===== config.mk =====
export PLATFORM = sky130hd
export DESIGN_NAME = imm_extend_pipe_flat
export DESIGN_NICKNAME = d
export VERILOG_FILES = /design/src/rtl/imm_ext_pkg.sv /design/src/rtl/imm_extend_pipe_if.sv /design/src/rtl/imm_ext_core.sv /design/src/rtl/imm_extend_pipe.sv /design/src/flat_wrapper.sv
export SDC_FILE = /design/constraint.sdc
export NUM_CORES = 1
export LEC_CHECK = 0
export CAP_MARGIN = 20
export CORE_ASPECT_RATIO = 1.25
export CORE_UTILIZATION = 35
export DETAILED_ROUTE_END_ITERATION = 8
export SLEW_MARGIN = 20
export SYNTH_ARGS = -nofsm -noshare
export SYNTH_HDL_FRONTEND = slang
export SYNTH_SLANG_ARGS = --single-unit

===== constraint.sdc =====
create_clock -name clk -period 4.05 [get_ports clk]
set_input_delay 0.6075 -clock clk [delete_from_list [all_inputs] [get_ports clk]]
set_output_delay 0.6075 -clock clk [all_outputs]
set_load 0.02 [all_outputs]

===== src/rtl/imm_ext_pkg.sv =====
// Shared definitions for the immediate-extension stage.
// Mode encodings and the output-width sanity check used at elaboration.
package imm_ext_pkg;

    localparam logic [1:0] MODE_SEXT     = 2'b00;
    localparam logic [1:0] MODE_ZEXT     = 2'b01;
    localparam logic [1:0] MODE_SEXT_SHL = 2'b10;
    localparam logic [1:0] MODE_UPPER    = 2'b11;

    // The shifted form must fit without losing its sign bit.
    function automatic bit width_ok(int in_w, int out_w, int shift);
        return out_w >= in_w + shift;
    endfunction

endpackage


===== src/rtl/imm_extend_pipe_if.sv =====
// Handshake bundle between decode, the extension stage and execute.
// Ports: in_* side (valid/ready/imm/mode/tag), out_* side (valid/ready/data/tag).
interface imm_extend_pipe_if #(
    parameter int IN_W  = 16,
    parameter int OUT_W = 32,
    parameter int TAG_W = 5
);
    logic             in_valid;
    logic             in_ready;
    logic [IN_W-1:0]  in_imm;
    logic [1:0]       in_mode;
    logic [TAG_W-1:0] in_tag;
    logic             out_valid;
    logic             out_ready;
    logic [OUT_W-1:0] out_data;
    logic [TAG_W-1:0] out_tag;

    // Environment view: drives the producer side and the consumer ready.
    modport master (
        output in_valid, in_imm, in_mode, in_tag, out_ready,
        input  in_ready, out_valid, out_data, out_tag
    );

    // Stage view.
    modport slave (
        input  in_valid, in_imm, in_mode, in_tag, out_ready,
        output in_ready, out_valid, out_data, out_tag
    );
endinterface


===== src/rtl/imm_ext_core.sv =====
// Combinational immediate widener: (imm, mode) -> OUT_W result.
// Ports: imm (IN_W), mode (2), result (OUT_W).
import imm_ext_pkg::*;

module imm_ext_core #(
    parameter int IN_W  = 16,
    parameter int OUT_W = 32,
    parameter int SHIFT = 2
) (
    input  logic [IN_W-1:0]  imm,
    input  logic [1:0]       mode,
    output logic [OUT_W-1:0] result
);
    logic [OUT_W-1:0] sext;
    logic [OUT_W-1:0] zext;
    logic [OUT_W-1:0] upper;

    if (!width_ok(IN_W, OUT_W, SHIFT)) begin : g_width_err
        $error("imm_ext_core: OUT_W must be >= IN_W+SHIFT");
    end

    assign sext  = OUT_W'($signed(imm));
    assign zext  = OUT_W'(imm);
    assign upper = zext << (OUT_W - IN_W);

    always_comb begin
        result = '0;
        unique case (mode)
            MODE_SEXT:     result = sext;
            MODE_ZEXT:     result = zext;
            MODE_SEXT_SHL: result = sext << SHIFT;
            MODE_UPPER:    result = upper;
            default:       result = '0;
        endcase
    end
endmodule


===== src/rtl/imm_extend_pipe.sv =====
// Registered immediate-extension stage with a 2-entry skid buffer.
// Ports: clk, rst_n (async, active-low), flush, bus (slave handshake bundle).
import imm_ext_pkg::*;

module imm_extend_pipe #(
    parameter int IN_W  = 16,
    parameter int OUT_W = 32,
    parameter int SHIFT = 2,
    parameter int TAG_W = 5
) (
    input  logic clk,
    input  logic rst_n,
    input  logic flush,
    imm_extend_pipe_if.slave bus
);
    logic [1:0]       count;
    logic [OUT_W-1:0] head_data;
    logic [OUT_W-1:0] skid_data;
    logic [TAG_W-1:0] head_tag;
    logic [TAG_W-1:0] skid_tag;
    logic [OUT_W-1:0] ext;
    logic             push;
    logic             pop;

    if (!width_ok(IN_W, OUT_W, SHIFT)) begin : g_width_err
        $error("imm_extend_pipe: OUT_W must be >= IN_W+SHIFT");
    end

    imm_ext_core #(
        .IN_W  (IN_W),
        .OUT_W (OUT_W),
        .SHIFT (SHIFT)
    ) u_core (
        .imm    (bus.in_imm),
        .mode   (bus.in_mode),
        .result (ext)
    );

    // Ready comes from registered occupancy only, never from out_ready.
    assign bus.in_ready  = (count != 2'd2);
    assign bus.out_valid = (count != 2'd0);
    assign bus.out_data  = head_data;
    assign bus.out_tag   = head_tag;

    assign push = bus.in_valid && bus.in_ready;
    assign pop  = bus.out_valid && bus.out_ready;

    always_ff @(posedge clk or negedge rst_n) begin
        if (!rst_n) begin
            count     <= 2'd0;
            head_data <= '0;
            head_tag  <= '0;
            skid_data <= '0;
            skid_tag  <= '0;
        end else if (flush) begin
            // Head is left as-is; it is don't-care once invalid.
            count <= 2'd0;
        end else begin
            unique case (1'b1)
                // Only reachable at count=1: replace the head in place.
                push && pop: begin
                    head_data <= ext;
                    head_tag  <= bus.in_tag;
                end
                push && !pop: begin
                    if (count == 2'd0) begin
                        head_data <= ext;
                        head_tag  <= bus.in_tag;
                    end else begin
                        skid_data <= ext;
                        skid_tag  <= bus.in_tag;
                    end
                    count <= count + 2'd1;
                end
                !push && pop: begin
                    if (count == 2'd2) begin
                        head_data <= skid_data;
                        head_tag  <= skid_tag;
                    end
                    count <= count - 2'd1;
                end
                default: ;
            endcase
        end
    end
endmodule

===== src/flat_wrapper.sv =====
// flat-port wrapper written by rule: the top's interface ports become plain ports
module imm_extend_pipe_flat 
#(
    parameter int IN_W  = 16,
    parameter int OUT_W = 32,
    parameter int SHIFT = 2,
    parameter int TAG_W = 5
)
  (clk, rst_n, flush, bus_in_valid, bus_in_imm, bus_in_mode, bus_in_tag, bus_out_ready, bus_in_ready, bus_out_valid, bus_out_data, bus_out_tag);
  imm_extend_pipe_if #(.IN_W(IN_W), .OUT_W(OUT_W), .TAG_W(TAG_W)) bus_i ();
  input  logic clk;
  input  logic rst_n;
  input  logic flush;
  input wire logic [$bits(bus_i.in_valid)-1:0] bus_in_valid;
  input wire logic [$bits(bus_i.in_imm)-1:0] bus_in_imm;
  input wire logic [$bits(bus_i.in_mode)-1:0] bus_in_mode;
  input wire logic [$bits(bus_i.in_tag)-1:0] bus_in_tag;
  input wire logic [$bits(bus_i.out_ready)-1:0] bus_out_ready;
  output wire logic [$bits(bus_i.in_ready)-1:0] bus_in_ready;
  output wire logic [$bits(bus_i.out_valid)-1:0] bus_out_valid;
  output wire logic [$bits(bus_i.out_data)-1:0] bus_out_data;
  output wire logic [$bits(bus_i.out_tag)-1:0] bus_out_tag;
  assign bus_i.in_valid = bus_in_valid;
  assign bus_i.in_imm = bus_in_imm;
  assign bus_i.in_mode = bus_in_mode;
  assign bus_i.in_tag = bus_in_tag;
  assign bus_i.out_ready = bus_out_ready;
  assign bus_in_ready = bus_i.in_ready;
  assign bus_out_valid = bus_i.out_valid;
  assign bus_out_data = bus_i.out_data;
  assign bus_out_tag = bus_i.out_tag;
  imm_extend_pipe #(.IN_W(IN_W), .OUT_W(OUT_W), .SHIFT(SHIFT), .TAG_W(TAG_W)) u_core (.clk(clk), .rst_n(rst_n), .flush(flush), .bus(bus_i));
endmodule

# == After elaboration in Yosys (flattened, before gate mapping) ==
# Index checks and enable logic that the tools add are counted.
# word_totals
register_bits,76
latchBits,0
mem_bits_rw,0
romBits,0
inputBits,28
out_inout_bits,39
wordCells,39
n_memories,0
# op_classes
n_addsub,2
mul,0
div_mod_pow,0
magnitude_cmp,0
eq_ne,7
shift,0
muxes,9
n_bitwise,2
n_reduce_logical,14
# op_table
op,n
$pmux W32 S4,1
$pmux W32 S3,1
$mux W32,2
$pmux W5 S3,1
$mux W5,2
$eq A2 B2 Y1 const B,3
$ne A2 B2 Y1 const B,3
$reduce_bool A3 Y1,2
$logic_and A1 B1 Y1,5
$logic_not A2 Y1,2
$pmux W2 S2,1
$reduce_and A4 Y1,1
$reduce_and A3 Y1,1
$add A2 B1 Y2 const B,1
$eq A2 B1 Y1 const B,1
$logic_not A1 Y1,2
$mux W2,1
$not A1 Y1,2
$reduce_bool A2 Y1,1
$sub A2 B1 Y2 const B,1

# == Longest topological paths before layout ==
# Gate-level depths: netlist of the first run.
# logic_depth
ltp_word,6
ltp_mapped,6
mapped_depth_nobuf,4

# == Cells and area by module ==
# From an unflattened synthesis of the first run, not the netlist that was laid out.
# hier_totals
hier_cells,256
hier_area_um2,3966.3
# modules_own_cells
mod,instances,cells_each,area_each_um2
imm_extend_pipe,1,215,3618.5
imm_ext_core,1,41,347.8

# == Worst setup path before layout of the first run ==
# OpenSTA, ideal clock, no wires.
# synth_path
path_kind,input port to flip-flop
from,input bus_in_mode[1]
to,register u_core.skid_data[30]
setup_ns,0.125
t_arrival_ns,1.457
required_time_ns,3.925
setup_slack_ns,2.468
stages,5
cell_sequence,and2_1 -> buf_2 -> buf_4 -> a21o_1 -> mux2_2
# synth_between
elab_chain_cells,2
elab_cells_between_ends,5
# synth_lines
item,line_no,text
"start, declared",flat_wrapper.sv:16,input wire logic [$bits(bus_i.in_mode)-1:0] bus_in_mode;
$eq A2 B2 Y1 (tied with other cells),imm_ext_core.sv:28,unique case (mode)
$pmux W32 S4 (*),imm_ext_core.sv:28,
"end signal, assigned",imm_extend_pipe.sv:70,skid_data <= ext;
"end, declared",imm_extend_pipe.sv:18,logic [OUT_W-1:0] skid_data;
# Mark *: on every way between the ends. The rest lies on a longest branch, timed or not.
# A chain may end at the register's enable or synchronous reset.

# == Final worst setup path of the first run ==
# layout_path
from,input bus_out_ready
to,"register u_core.head_data[30], in the netlist u_core.bus.out_data[30]"
# layout_between
elab_chain_cells,5
elab_cells_between_ends,10
# layout_lines
item,line_no,text
"start, declared",flat_wrapper.sv:18,input wire logic [$bits(bus_i.out_ready)-1:0] bus_out_ready;
$logic_and A1 B1 Y1 (*),imm_extend_pipe.sv:46,assign pop = bus.out_valid && bus.out_ready;
$logic_not A1 Y1,imm_extend_pipe.sv:65,push && !pop: begin
$logic_and A1 B1 Y1,imm_extend_pipe.sv:65,
$ne A2 B2 Y1 (no line) / $reduce_bool A3 Y1 (equally long branches),-,
$reduce_and A4 Y1 (no line),-,
"end signal, assigned",imm_extend_pipe.sv:62,head_data <= ext;
"end signal, assigned",imm_extend_pipe.sv:67,head_data <= ext;
"end signal, assigned",imm_extend_pipe.sv:77,head_data <= skid_data;
"end, declared",imm_extend_pipe.sv:17,logic [OUT_W-1:0] head_data;
# Marked as above.

==> out/qor.csv, run 1 <==
metric;value;unit
ant_nets;0;
grt_util_all_layers;16.53;%
cts_root_buffer;clkbuf_16;
first_global_vias;2654;
ir_drop;0.1862;mV
grt_max_degree;77;
die_h;114.3;um
synth_top_area_share;53.88;%
initial_utilization;36.35;%
gr-usage-met3;4.847;%
synth_nets;391;
finClkSkew;0.005014;ns
final_max_slew_viol_count;0;
critPathMaxFanout;26;
final-setup-viol-count;0;
synth_top_family_by_area;compound AO/OA/AOI/OAI gates;
htreeDepth;3;
layout_commonest_cell;dfrtp_1;
netlist-cell-type-count;31;
fin_crit;2.525;ns
synth_mux_area_share;6.310;%
fin_setup_tns;0;ns
dr.pass1.iters;4;
dpl_cell_area;4243;um^2
yosys.area_share.simple;17.23;%
setup.worst_path.end;u_core.bus.out_data[30];
detail_route.vias_per_cell;5.053;
wl_per_cell;14.64;um
io_buffers;66;
vias;2774;
clock.fmax;0.3960;GHz
slew_headroom;35.28;%
pre_cts_ws;1.200;ns
placed_cells;533;
synthesis.area;3530;um^2
grt_use_met2;25.61;%
grt_pass1_wl;13250;um
fp.dieArea;10490;um^2
clk_latency;0.33;ns
final_cell_area;4507;um^2
synth_xor_area_share;0;%
drc;0;
overflow;0;
layout.nets;446;
synth_area_leaders;dfrtp_1, nor2_1, a21oi_1;
numCtsBuffers;9;
cp-start-kind;primary input;
syn_to_final_growth;27.69;%
status;complete, no violations;
cts.repair.resized;0;
yosysSeqAreaShare;53.88;%
grt_util_met1;21.84;%
end_kind;register;
synth_compound_area_share;17.94;%
power.leakage;1.951;nW
grt.busiest_layer;met2;
required;4.24;ns
row_count;40;
synth_seq_cells;76;
place.gp.congestion;0.7781;
power.total;2.367;mW
setup_slack;1.525;ns
drt_iter0_drc;166;
maxCapViolCount;0;
dieWidth;91.82;um
coreArea;9709;um^2
arrival;2.72;ns
worstHoldPathType;in2async;
yosys.area.top_type;dfrtp_1;
finalHoldViolations;0;
antenna_found_initial;0;
r2r_end;u_core.bus.out_data[30];
worstSetupPathType;in2reg;
final_util;46.42;%
worstMarginPinSlew;0.9707;ns
yosys_warnings;0;
synth_cells;363;
r2r_start;u_core.count[1];
ioPinCount;67;
diodes;0;
rsz0062_at_grt;false;
hold_slack;0.4134;ns
power.density;525.3;nW/um^2
final_layout_size_suffix_gt1_share;7.329;%
clkSinkCount;76;
min_period_over_period;62.34;%
postSynthAreaPerCell;9.724;um^2
clk_path_buf_depth;2;
layout.cells.non_filler;549;
clk_pin_slew;0.06;ns
hpwl;5346;um
cp-startpoint;bus_out_ready;
drt_wl_total;8035;um
ctsHoldBuffers;0;
reg2reg_setup_slack;1.94;ns
mostFrequentLayoutCells;dfrtp_1, clkdlybuf4s50_1, nor2_1;
cts_setup_buffers;0;
tritoncts;built;
synthAdderAreaFrac;0;%
reg2reg_depth;4;
metal layers:
| metal | part of all wire (%) | wire length, um |
|---|---|---|
| met4 | 2.1 | 165 |
| met2 | 47 | 3750 |
| met1 | 47 | 3772 |
| met5 | 0 | 0 |
| met3 | 4.3 | 347 |
cell families (layout without fill, tap and decap cells):
family / count (synthesis) / after routing
AND/OR/NAND/NOR: 136 / 136
AO/OA/AOI/OAI: 100 / 100
flip-flops: 76 / 76
buffers and inverters: 30 / 90
multiplexers: 21 / 21
synthesized netlist by cell type (all sizes together):
cell type / n
a22oi: 14
mux2i: 11
a32oi: 2
or2: 1
a31oi: 1
dfrtp: 76
and2: 28
and2b: 2
nand2: 41
a21o: 1
inv: 4
o31ai: 27
buf: 24
nand2b: 1
a21boi: 1
or3: 1
nor3: 1
a21oi: 42
nand3: 1
nor2: 58
clkbuf: 2
o21ai: 11
o2bb2ai: 1
nor2b: 2
mux2: 10
power breakdown:
| part | total (mW) | leakage (nW) | switching, mW | internal, mW |
|---|---|---|---|---|
| Sequential | 1.04 | 0.933 | 0.0980 | 0.942 |
| Clock | 0.726 | 0.131 | 0.296 | 0.430 |
| Combinational | 0.601 | 0.887 | 0.312 | 0.289 |
final cells by class:
class / instances / area, um^2
Fill cell: 943 / 5202
Sequential cell: 76 / 1902
Multi-Input combinational cell: 257 / 1480
Timing Repair Buffer: 70 / 688.2
Clock buffer: 14 / 254.0
Tap cell: 126 / 157.7
Inverter: 4 / 15.01
Clock inverter: 2 / 10.01
worst max-delay path: stages:
cell	delay (ns)
clkdlybuf4s50_1	0.57
mux2_2	0.37
a32oi_4	0.59
buf_4	0.41
o21ai_0	0.17
registers in the layout, indices dropped and copies added (netlist names):
register,cells
u_core.skid_data,32
u_core.bus.out_tag,5
u_core.bus.out_data,32
u_core.skid_tag,5
u_core.count,2
how the worst min path moves through the flow:
| stage | start | endpoint | slack (ns) | cells after the start |
|---|---|---|---|---|
| floorplan | rst_n | u_core.bus.out_data[0] | 0.31 | 0 |
| global placement | u_core.bus.out_data[27] | u_core.bus.out_data[27] | 0.46 | 2 |
| detailed placement | u_core.bus.out_data[27] | u_core.bus.out_data[27] | 0.47 | 2 |
| CTS | rst_n | u_core.bus.out_data[12] | 0.47 | 1 |
| global route | u_core.bus.out_data[27] | u_core.bus.out_data[27] | 0.50 | 2 |
| finish | rst_n | u_core.bus.out_data[14] | 0.41 | 1 |
Note: power is estimated with default switching activity, not from simulation.
==> run 2, diff against run 1 <==
==> constraint.sdc (replaced) <==
create_clock -name clk -period 2.15 [get_ports clk]
set_input_delay 0.3225 -clock clk [delete_from_list [all_inputs] [get_ports clk]]
set_output_delay 0.3225 -clock clk [all_outputs]
set_load 0.02 [all_outputs]
==> run 2 against run 1 <==
  * Clock skew about the same
  * Clock-buffer cell count decreased by 5
  * Via count decreased by 1.4%
  * Critical path type is now reg2out
  * Non-clock buffer count increased by 12
  * Clock power increased by 110%
  * Largest power group unchanged
==> out/qor.csv, run 2 (synthesis results as in run 1) <==
metric;value;unit;change
status;complete, no violations;;unchanged
layout.nets;458;;was 446
r2r_start;u_core.count[1];;unchanged
rsz0062_at_grt;false;;unchanged
initial_utilization;36.35;%;unchanged
reg2reg_setup_slack;0.55;ns;was 1.94 ns
numCtsBuffers;9;;unchanged
final_layout_size_suffix_gt1_share;10.57;%;was 7.329%
slowest_delay;0.55;ns;was 0.59 ns
hpwl;5524;um;was 5346 um
die_h;114.3;um;unchanged
fill_cells;925;;was 943
hold_slack;0.4749;ns;was 0.4134 ns
fin_crit;1.899;ns;
power.density;987.0;nW/um^2;was 525.3 nW/um^2
ioPinCount;67;;unchanged
min_path_cells;2;;
clk_pin_slew;0.06;ns;about the same
htreeDepth;3;;unchanged
tritoncts;built;;unchanged
clk_path_buf_depth;2;;unchanged
fin_setup_tns;0;ns;unchanged
cts.repair.resized;0;;unchanged
io_buffers;66;;unchanged
clkSinkCount;76;;unchanged
worstMarginPinSlew;0.5385;ns;was 0.9707 ns
vias;2736;;was 2,774
antenna_found_initial;0;;unchanged
final_max_slew_viol_count;0;;unchanged
coreArea;9709;um^2;unchanged
worstSetupPathType;reg2out;;was in2reg
r2r_end;u_core.bus.out_tag[2];;was u_core.bus.out_data[30]
clock.fmax;0.5267;GHz;
drt_wl_total;7975;um;was 8035 um
critPathMaxFanout;5;;was 26
clk_latency;0.34;ns;was 0.33 ns
required;1.83;ns;was 4.24 ns
min_from;u_core.bus.out_data[12];;
syn_to_final_growth;32.75;%;was 27.69%
wl_per_cell;14.22;um;was 14.64 um
power.leakage;2.038;nW;was 1.951 nW
path_cells;or2_1 -> clkdlybuf4s50_1;;was clkdlybuf4s50_1 -> mux2_2 -> a32oi_4 -> buf_4 -> o21ai_0
overflow;0;;unchanged
reg2reg_depth;4;;unchanged
row_count;40;;unchanged
drc;0;;unchanged
detail_route.vias_per_cell;4.877;;was 5.053
maxCapViolCount;0;;unchanged
crit_family;buffers and inverters;;unchanged
ir_drop;0.3716;mV;was 0.1862 mV
mostFrequentLayoutCells;dfrtp_1, clkdlybuf4s50_1, nor2_1;;unchanged
finClkSkew;0.004629;ns;was 0.005014 ns
first_global_vias;2658;;was 2,654
dieWidth;91.82;um;unchanged
grt_max_degree;75;;was 77
cts_setup_buffers;0;;unchanged
layout_commonest_cell;dfrtp_1;;unchanged
place.gp.congestion;0.7762;;was 0.7781
ctsHoldBuffers;1;;was 0
grt_util_all_layers;16.54;%;was 16.53%
drt_iter0_drc;158;;was 166
fp.dieArea;10490;um^2;unchanged
min_to;u_core.bus.out_data[12];;
worstPathBufferInverterCount;1;;was 2
end_kind;output pin;;was register
dr.pass1.iters;4;;unchanged
final-setup-viol-count;0;;unchanged
min_period_over_period;88.31;%;
worstHoldPathType;reg2reg;;was in2async
slew_headroom;64.10;%;was 35.28%
diodes;0;;unchanged
ant_nets;0;;unchanged
critPathSlowestCell;clkdlybuf4s50_1;;was a32oi_4
arrival;1.58;ns;was 2.72 ns
cp-start-kind;register;;was primary input
cts_root_buffer;clkbuf_16;;unchanged
finalHoldViolations;0;;unchanged
grt_pass1_wl;13350;um;was 13,250 um
==> run 2: worst reg2reg max path: stages (launching register included) <==
cell and delay [ns]:
dfrtp_1 0.41, mux2_2 0.39, a32oi_4 0.19, buf_12 0.31
o21ai_0 0.17
==> run 2: per-layer routing <==
| metal | GRT usage [%] | wire length, um | up-vias |
|---|---|---|---|
| met1 | 21.89 | 3822 | 1290 |
| met3 | 5.179 | 365 | 7 |
| met4 | 5.313 | 95 | 0 |
| met5 | 0 | 0 | - |
| li1 | - | - | 1380 |
| met2 | 25.91 | 3692 | 59 |
==> run 2: how the worst max path moves through the flow <==
stage          slack [ns]       startpoint  cells after the start                 endpoint
2_1_floorplan        0.68  u_core.count[1]                      5  u_core.bus.out_data[30]
3_3_place_gp         0.19     bus_in_valid                      5    u_core.bus.out_tag[3]
3_5_place_dp         0.13     bus_in_valid                      5    u_core.bus.out_tag[1]
4_1_cts              0.23  u_core.count[1]                      2            bus_out_valid
5_1_grt              0.21  u_core.count[0]                      2            bus_out_valid
6_report             0.25  u_core.count[1]                      2            bus_out_valid
==> run 2: area by class of cell <==
class / count / area, um^2 / area share (%)
Clock inverter: 7 / 75.07 / 1.602
Inverter: 4 / 15.01 / 0.3204
Multi-Input combinational cell: 257 / 1480 / 31.59
Clock buffer: 9 / 225.2 / 4.806
Tap cell: 126 / 157.7 / 3.364
Sequential cell: 76 / 1902 / 40.59
Timing Repair Buffer: 82 / 830.8 / 17.73
==> run 2: through the flow <==
stage / std cells / cell area, um^2 / total power, mW / util [%] / setup WS (ns)
2_1_floorplan: 363 / 3530 / 2.619 / - / 0.6754
3_3_place_gp: 544 / 4375 / 3.129 / 45.06 / 0.1851
3_5_place_dp: 544 / 4375 / 3.159 / 45.06 / 0.1272
4_1_cts: 561 / 4686 / 4.685 / 48.26 / 0.2350
5_1_grt: 561 / 4686 / 4.887 / 48.26 / 0.2130
6_report: 561 / 4686 / 4.625 / 48.26 / 0.2514
==> run 2: where the power goes <==
group          switching [mW]  internal, mW  leakage, nW
sequential              0.185          1.77        0.933
combinational           0.588         0.569        0.967
clock                   0.607         0.902        0.138
total                    1.38          3.24         2.04
==> run 3, diff against run 2 <==
==> constraint.sdc (replaced) <==
create_clock -name clk -period 1.6 [get_ports clk]
set_input_delay 0.32 -clock clk [delete_from_list [all_inputs] [get_ports clk]]
set_output_delay 0.32 -clock clk [all_outputs]
set_load 0.02 [all_outputs]
==> run 3 against run 2 <==
  * Critical endpoint is now u_core.bus.out_data[14]
  * Combinational power grew 34%
  * Routed wire length up 16%
  * Via count is 7.7% higher
  * Clock skew shrank 0.00077 ns
  * Die area unchanged
  * Utilization is 2.0 points higher
==> out/qor.csv, run 3 (synthesis results as in run 1) <==
metric;value;unit;change
cts_root_buffer;clkbuf_16;;unchanged
end_kind;register;;was output pin
maxCapViolCount;0;;unchanged
fin_crit;1.576;ns;
path_cells;mux2_4 -> a32oi_4 -> buf_6 -> clkbuf_16 -> o31ai_1;;was or2_1 -> clkdlybuf4s50_1
place.gp.congestion;0.7495;;was 0.7762
r2r_start;u_core.count[1];;unchanged
layout.cells.non_filler;575;;was 561
reg2reg_depth;5;;was 4
hpwl;6022;um;was 5524 um
wl_per_cell;16.04;um;was 14.22 um
layout.nets;473;;was 458
required;1.82;ns;was 1.83 ns
final_max_slew_viol_count;0;;unchanged
finClkSkew;0.003864;ns;was 0.004629 ns
reg2reg_setup_slack;0.02;ns;was 0.55 ns
power.density;1267;nW/um^2;was 987.0 nW/um^2
arrival;1.79;ns;was 1.58 ns
status;complete, no violations;;unchanged
dr.pass1.iters;4;;unchanged
power.leakage;2.258;nW;was 2.038 nW
fp.dieArea;10490;um^2;unchanged
diodes;0;;unchanged
fill_cells;904;;was 925
grt_max_degree;47;;was 75
ir_drop;0.5712;mV;was 0.3716 mV
vias;2946;;was 2,736
clk_latency;0.34;ns;about the same
dieWidth;91.82;um;unchanged
pre_cts_ws;-0.4914;ns;was 0.1272 ns
clk_pin_slew;0.05;ns;was 0.06 ns
ioPinCount;67;;unchanged
slowest_delay;0.42;ns;was 0.55 ns
worstHoldPathType;in2async;;was reg2reg
coreArea;9709;um^2;unchanged
io_buffers;66;;unchanged
r2r_end;u_core.bus.out_data[14];;was u_core.bus.out_tag[2]
setup_slack;0.02375;ns;was 0.2514 ns
worstMarginPinSlew;0.3697;ns;was 0.5385 ns
finalHoldViolations;0;;unchanged
tritoncts;built;;unchanged
clkSinkCount;76;;unchanged
critPathMaxFanout;11;;was 5
overflow;0;;unchanged
ant_nets;0;;unchanged
die_h;114.3;um;unchanged
detail_route.vias_per_cell;5.123;;was 4.877
slew_headroom;75.36;%;was 64.10%
first_global_vias;2876;;was 2,658
htreeDepth;3;;unchanged
drc;0;;unchanged
grt_util_all_layers;17.98;%;was 16.54%
mostFrequentLayoutCells;dfrtp_1, nor2_1, a21oi_1;;was dfrtp_1, clkdlybuf4s50_1, nor2_1
clk_path_buf_depth;2;;unchanged
initial_utilization;36.35;%;unchanged
grt_pass1_wl;14380;um;was 13,350 um
power.total;6.180;mW;was 4.625 mW
placed_cells;553;;was 544
rsz0062_at_grt;true;;was false
antenna_found_initial;0;;unchanged
critPathSlowestCell;dfrtp_1;;was clkdlybuf4s50_1
clock.fmax;0.6344;GHz;
drt_wl_total;9223;um;was 7975 um
min_period_over_period;98.52;%;
layout_commonest_cell;dfrtp_1;;unchanged
numCtsBuffers;9;;unchanged
worstSetupPathType;reg2reg;;was reg2out
drt_iter0_drc;176;;was 158
row_count;40;;unchanged
final-setup-viol-count;0;;unchanged
cp-start-kind;register;;unchanged
syn_to_final_growth;38.18;%;was 32.75%
final_layout_size_suffix_gt1_share;16.48;%;was 10.57%
## run 3: cell types whose count changed in the layout (fill, tap and decap cells not counted), sizes merged
cell	before	now
clkdlybuf4s50	65	26
dlygate4sd2	0	38
buf	16	29
clkbuf	9	16
clkinvlp	3	1
inv	5	3
clkinv	2	1
## run 3: repair_timing
item | in CTS | in global routing
setup endpoints to repair | 53 | 32
cloned | 0 | 3
hold buffers | 1 | 0
gates resized for setup | 43 | 22
pin swaps | 0 | 3
hold endpoints to repair | 24 | 0
setup buffers | 0 | 3
## run 3: stage by stage
step / cell area [um^2] / hold WS (ns) / utilization (%) / setup TNS, ns
after floorplan: 3530 / 0.02441 / - / 0
after global placement: 4456 / 0.2636 / 45.89 / -16.24
after detailed placement: 4456 / 0.2645 / 45.89 / -18.91
after CTS: 4708 / 0.4557 / 48.49 / -0.05135
after global routing: 4877 / 0.4653 / 50.23 / -0.7292
final: 4877 / 0.4423 / 50.23 / 0
## run 3: how the worst max path moves through the flow
stage	depth (start not counted)	slack (ns)	from	to
after detailed placement	5	-0.49	bus_in_mode[0]	u_core.bus.out_data[3]
after CTS	2	-0.05	u_core.count[1]	bus_out_valid
after floorplan	5	0.13	u_core.count[1]	u_core.bus.out_data[30]
after global placement	5	-0.39	bus_in_mode[0]	u_core.bus.out_data[11]
after global routing	6	-0.06	u_core.count[1]	u_core.bus.out_data[3]
final	5	0.02	u_core.count[1]	u_core.bus.out_data[14]
## run 3: area by class of cell
type | instances | area (um^2) | share of cell area [%]
sequential | 76 | 1902 | 38.99
clock buffer | 13 | 250.2 | 5.131
timing repair buffer | 97 | 973.4 | 19.96
clock inverter | 2 | 35.03 | 0.7183
tap | 126 | 157.7 | 3.232
inverter | 4 | 18.77 | 0.3848
multi-input combinational | 257 | 1540 | 31.58
## run 3: critical path: cells and delay by family (launching register included)
| family | cells | cell delay (ns) |
|---|---|---|
| flops | 1 | 0.42 |
| buf+inv | 2 | 0.36 |
| compound gates | 2 | 0.33 |
| mux | 1 | 0.34 |
## run 3: power breakdown
part | internal (mW) | switching [mW] | leakage (nW) | total, mW
Sequential | 2.39 | 0.247 | 0.933 | 2.63
Combinational | 0.703 | 0.853 | 1.19 | 1.56
Clock | 1.24 | 0.751 | 0.140 | 1.99
Total | 4.33 | 1.85 | 2.26 | 6.18
## run 3: metal layers
metal  share of wire [%]  up-vias  global-route usage (%)
met5                   0        -                       0
met4                 2.0        0                   8.958
met3                 5.2       16                   3.984
met2                  48       74                   28.07
met1                  45     1437                   23.63
li1                    -     1419                       -
